===== config.mk =====
export PLATFORM = sky130hd
export DESIGN_NAME = spare_chain_loader
export DESIGN_NICKNAME = d
export VERILOG_FILES = /design/src/rtl/spare_chain_loader.sv
export SDC_FILE = /design/constraint.sdc
export NUM_CORES = 1
export LEC_CHECK = 0
export ABC_AREA = 0
export CORE_MARGIN = 1
export CORE_UTILIZATION = 46
export CTS_CLUSTER_DIAMETER = 40
export DETAILED_ROUTE_END_ITERATION = 10
export PLACE_DENSITY = 0.85
export SLEW_MARGIN = 30
export SYNTH_ARGS = -nofsm -noshare
export SYNTH_HDL_FRONTEND = slang
export SYNTH_SLANG_ARGS = --single-unit
export TNS_END_PERCENT = 30

===== constraint.sdc =====
create_clock -name clk -period 2.11 [get_ports clk]
set_clock_uncertainty 0.1 [all_clocks]
set_input_delay 0.3165 -clock clk [delete_from_list [all_inputs] [get_ports clk]]
set_output_delay 0.3165 -clock clk [all_outputs]
set_load 0.02 [all_outputs]

===== src/rtl/spare_chain_loader.sv =====
// Bit-serial loader for the spare-logic tile configuration chain.
// Shifts a captured image out MSB first, then strobes a chain-wide load; also runs a chain clear.
//
// state | meaning
// ------+--------------------------------------------------------------
// IDLE  | waiting; clear (priority) or req accepted here only
// SHIFT | clocking image out, 2*CLK_DIV cycles per bit
// LOAD  | serial_load high for CLK_DIV cycles, serial_clock low
// CLEAR | serial_resetn low for CLK_DIV cycles
// DONE  | one-cycle done pulse, busy still high
module spare_chain_loader #(
  parameter int NUM_BLOCKS = 4,
  parameter int WORD_W     = 16,
  parameter int CLK_DIV    = 2
) (
  input  logic                         clk,
  input  logic                         resetn,
  input  logic                         req,
  input  logic                         clear,
  input  logic [NUM_BLOCKS*WORD_W-1:0] cfg_data,
  output logic                         busy,
  output logic                         done,
  output logic                         serial_clock,
  output logic                         serial_data,
  output logic                         serial_load,
  output logic                         serial_resetn
);

  localparam int TOTAL = NUM_BLOCKS * WORD_W;
  localparam int DIV_W = $clog2(CLK_DIV + 1);
  localparam int BIT_W = $clog2(TOTAL + 1);
  localparam logic [DIV_W-1:0] DIV_LAST = DIV_W'(CLK_DIV - 1);
  localparam logic [BIT_W-1:0] BIT_LAST = BIT_W'(TOTAL - 1);

  typedef enum logic [2:0] {
    ST_IDLE  = 3'd0,
    ST_SHIFT = 3'd1,
    ST_LOAD  = 3'd2,
    ST_CLEAR = 3'd3,
    ST_DONE  = 3'd4
  } state_t;

  state_t             state_q, state_d;
  logic [DIV_W-1:0]   div_q, div_d;
  logic [BIT_W-1:0]   bit_q, bit_d;
  logic               phase_q, phase_d;
  logic [TOTAL-1:0]   sreg_q, sreg_d;

  logic busy_q, busy_d;
  logic done_q, done_d;
  logic sclk_q, sclk_d;
  logic sdata_q, sdata_d;
  logic sload_q, sload_d;
  logic srstn_q, srstn_d;

  logic div_last;

  always_ff @(posedge clk or negedge resetn) begin
    if (!resetn) begin
      state_q <= ST_IDLE;
      div_q   <= '0;
      bit_q   <= '0;
      phase_q <= 1'b0;
      sreg_q  <= '0;
      busy_q  <= 1'b0;
      done_q  <= 1'b0;
      sclk_q  <= 1'b0;
      sdata_q <= 1'b0;
      sload_q <= 1'b0;
      srstn_q <= 1'b0;
    end else begin
      state_q <= state_d;
      div_q   <= div_d;
      bit_q   <= bit_d;
      phase_q <= phase_d;
      sreg_q  <= sreg_d;
      busy_q  <= busy_d;
      done_q  <= done_d;
      sclk_q  <= sclk_d;
      sdata_q <= sdata_d;
      sload_q <= sload_d;
      srstn_q <= srstn_d;
    end
  end

  always_comb begin
    state_d  = state_q;
    div_d    = div_q;
    bit_d    = bit_q;
    phase_d  = phase_q;
    sreg_d   = sreg_q;
    div_last = (div_q == DIV_LAST);

    case (state_q)
      ST_IDLE: begin
        div_d   = '0;
        bit_d   = '0;
        phase_d = 1'b0;
        if (clear) begin
          state_d = ST_CLEAR;
        end else if (req) begin
          state_d = ST_SHIFT;
          sreg_d  = cfg_data;
        end
      end
      ST_SHIFT: begin
        if (div_last) begin
          div_d = '0;
          if (!phase_q) begin
            phase_d = 1'b1;
          end else begin
            // End of the high phase: advance to the next bit.
            phase_d = 1'b0;
            sreg_d  = {sreg_q[TOTAL-2:0], 1'b0};
            bit_d   = bit_q + BIT_W'(1);
            if (bit_q == BIT_LAST) begin
              state_d = ST_LOAD;
            end
          end
        end else begin
          div_d = div_q + DIV_W'(1);
        end
      end
      ST_LOAD, ST_CLEAR: begin
        if (div_last) begin
          div_d   = '0;
          state_d = ST_DONE;
        end else begin
          div_d = div_q + DIV_W'(1);
        end
      end
      ST_DONE: begin
        state_d = ST_IDLE;
        sreg_d  = '0;
        bit_d   = '0;
      end
      default: begin
        state_d = ST_IDLE;
      end
    endcase

    // Outputs are derived from the next state so the flops line up with state_q.
    busy_d  = (state_d != ST_IDLE);
    done_d  = (state_d == ST_DONE);
    sclk_d  = (state_d == ST_SHIFT) && phase_d;
    sdata_d = (state_d == ST_SHIFT) && sreg_d[TOTAL-1];
    sload_d = (state_d == ST_LOAD);
    srstn_d = (state_d != ST_CLEAR);
  end

  assign busy          = busy_q;
  assign done          = done_q;
  assign serial_clock  = sclk_q;
  assign serial_data   = sdata_q;
  assign serial_load   = sload_q;
  assign serial_resetn = srstn_q;

endmodule

==> flow_summary.yaml <==
grt:
  grt_pass1_wl_um: 12750
  grt_pass1_vias: 2685
  grt_start_max_net_pins: 45
  grt_usage: 0.1939
  overflow: 0
  antenna_found_initial: 0
synth:
  synth-seq-cells: 83
  syn_avg_cell_area_um2: 12.27
  ys_warn_count: 0
  synth_nets: 366
  yosysUniqueCellTypes: 41
  syn_area_um2: 3645
  synth_cells: 297
  ys_seq_area_frac: 0.5699
placement:
  numPortBuffers: 73
  dp_hpwl_um: 4931
  place_ws_ns: -0.02219
  place.gp.congestion: 0.7786
floorplan:
  ios: 74
  rows: 32
  core_area_um2: 7687
  initial_core_util: 0.4741
  fp.dieArea_um2: 8284
  die_x_um: 91.02
  die_height_um: 91.02
final_layout:
  multi_input_area_um2: 1451
  drive_above_1_share: 0.1138
  antennaDiodeCount: 0
  nets: 443
  syn2layout_area_growth_pct: 30.14
  regArea_um2: 2077
  mostFrequentLayoutCells: "dfrtp_1 (83), clkdlybuf4s50_1 (72), a22o_1 (64), a21o_1 (63)"
  mostFrequentLayoutCell: "dfrtp_1"
  fillCellCount: 654
timing:
  post-route-period-util: 0.9839
  fmax_mhz: 481.7
  finalSetupViolCount: 0
  whs_ns: 0.3787
  finalCriticalPeriod_ns: 2.076
  rsz0062_at_grt: "yes"
  max_slew.worst_pin.slew_ns: 0.5094
  setup_ws_ns: 0.03402
  hold_viol_final: 0
  finalMaxSlewViolations: 0
  slew-limit-headroom: 0.6604
worst_setup_path:
  r2r_slack_ns: 0.03
  path_cells: "ha_2 > nand3_2 > or4_4 > a311o_1 > buf_4 > and4bb_1"
  r2r_end: "serial_data"
  max_stage_delay_ns: 0.50
  r2r-start: "bit_q[0]"
  worstSetupEndpointType: "flop"
  crit_required_ns: 2.24
  critPathArrivalTime_ns: 2.21
  cp_top_family: "simple AND/OR/NAND/NOR gates"
  path_class: "reg -> reg"
  critPathMaxFanout: 4
  reg2reg_depth: 6
  crit_slowest_cell: "or4_4"
  cp-start-kind: "flop"
  cp_num_buf_inv: 1
route:
  wl_per_cell_um: 15.46
  vias_per_cell: 5.663
  ant_nets: 0
  vias: 2718
  drt_wl_total_um: 7420
  drt-initial-drc-count: 144
  firstDrtPassIters: 4
  drc: 0
clocking:
  cts_tree: "built"
  cts_buffers: 9
  clk_pin_slew_ns: 0.08
  clkSinkCount: 83
  cts_htree_levels: 3
  cts_root_buf: "clkbuf_8"
  clk_path_buf_depth: 2
  clk_latency_ns: 0.34
  ctsResizeCount: 0
pwr:
  p_leak_uw: 0.002548
  ir_drop_uv: 658.0
  powerDensity_nw_per_um2: 1175
min_path:
  hp-class: "in -> async"
run_status:
  status: "finished, final reports clean"
job:
  drv_cap: 0
-- per-layer routing --
metal  GRT usage  share of wire  vias up
met3     0.05779          0.052        4
li1            -              -     1272
met2      0.3074           0.48       66
met5           0              0        -
met4     0.04365         0.0043        0
met1      0.2642           0.46     1376
-- registers in the layout, summed over array words and instances, names as in the netlist --
signal	count
serial_clock	1
div_q	2
phase_q	1
done	1
state_q	3
serial_data	1
sreg_q	64
busy	1
serial_resetn	1
bit_q	7
serial_load	1
-- cell families after synthesis --
kind of cell / Yosys count / synth area share
compound gates: 139 / 0.3059
xor+xnor: 5 / 0.01201
fa+ha+maj: 1 / 0.003432
buf+inv: 27 / 0.03673
flops: 83 / 0.5699
mux: 2 / 0.005836
simple gates: 40 / 0.06625
-- per-stage QoR --
| stage | TNS [ns] | cells | util | total power, uW | cell area [um^2] |
|---|---|---|---|---|---|
| finish | 0 | 480 | 0.6170 | 5575 | 4743 |
| floorplan | 0 | 297 | - | 3949 | 3647 |
| CTS | 0 | 478 | 0.6151 | 5629 | 4728 |
| global route | -0.08298 | 480 | 0.6170 | 5968 | 4743 |
| detailed placement | -0.02219 | 462 | 0.5920 | 4617 | 4551 |
| global placement | 0 | 462 | 0.5920 | 4494 | 4551 |
-- worst max-delay path by stage --
| stage | start | endpoint | slack (ns) | cells after the start |
|---|---|---|---|---|
| after global placement | clear | serial_data | 0.02 | 5 |
| final | bit_q[0] | serial_data | 0.03 | 6 |
| after detailed placement | clear | serial_data | -0.02 | 5 |
| after global routing | bit_q[0] | serial_data | -0.03 | 6 |
| after CTS | bit_q[0] | busy | 0.006 | 5 |
| after floorplan | bit_q[0] | busy | 0.08 | 5 |
-- Yosys cell counts, drive strengths merged --
master   count  area share
and2b        2      0.0045
nor3         2      0.0027
a21o        63        0.13
clkbuf      17       0.021
xnor2        5       0.012
dfrtp       83        0.57
and3         2      0.0038
nor2        13       0.013
nand2b       2      0.0034
a222oi       1      0.0027
ha           1      0.0034
nand3b       1      0.0021
mux2i        1      0.0027
a21oi        1      0.0014
and4bb       1      0.0034
nor4         3      0.0069
a311o        1      0.0027
or3          2      0.0034
nand2        4      0.0041
a221o        1      0.0027
o21ai        5      0.0069
nand3        2      0.0041
nand4bb      1      0.0031
buf          7       0.013
nor2b        2      0.0034
a22oi        1      0.0021
a22o        64        0.15
mux2         1      0.0031
o21a         1      0.0021
or2          1      0.0017
or4          1      0.0031
or3b         1      0.0031
o22ai        1      0.0017
inv          3      0.0031
-- where the power goes --
part / switching [uW] / leakage [uW] / internal [uW] / total (uW)
Sequential: 415 / 0.00110 / 2250 / 2670
Combinational: 907 / 0.00136 / 1020 / 1920
Clock: 535 / 0.0000839 / 446 / 981
Total: 1860 / 0.00255 / 3720 / 5580
-- timing repair --
item / in CTS / in global routing
setup endpoints to repair: 0 / 4
hold endpoints to repair: 39 / 0
setup buffers: 0 / 2
hold buffers: 1 / 0
-- layout make-up --
| type | instances | area share |
|---|---|---|
| sequential | 83 | 0.4379 |
| timing repair buffer | 90 | 0.1915 |
| inverter | 3 | 0.002374 |
| multi-input combinational | 187 | 0.3060 |
| clock buffer | 10 | 0.02902 |
| clock inverter | 5 | 0.006331 |
| tap | 102 | 0.02691 |
No activity file was read; power rests on OpenSTA's default activity.
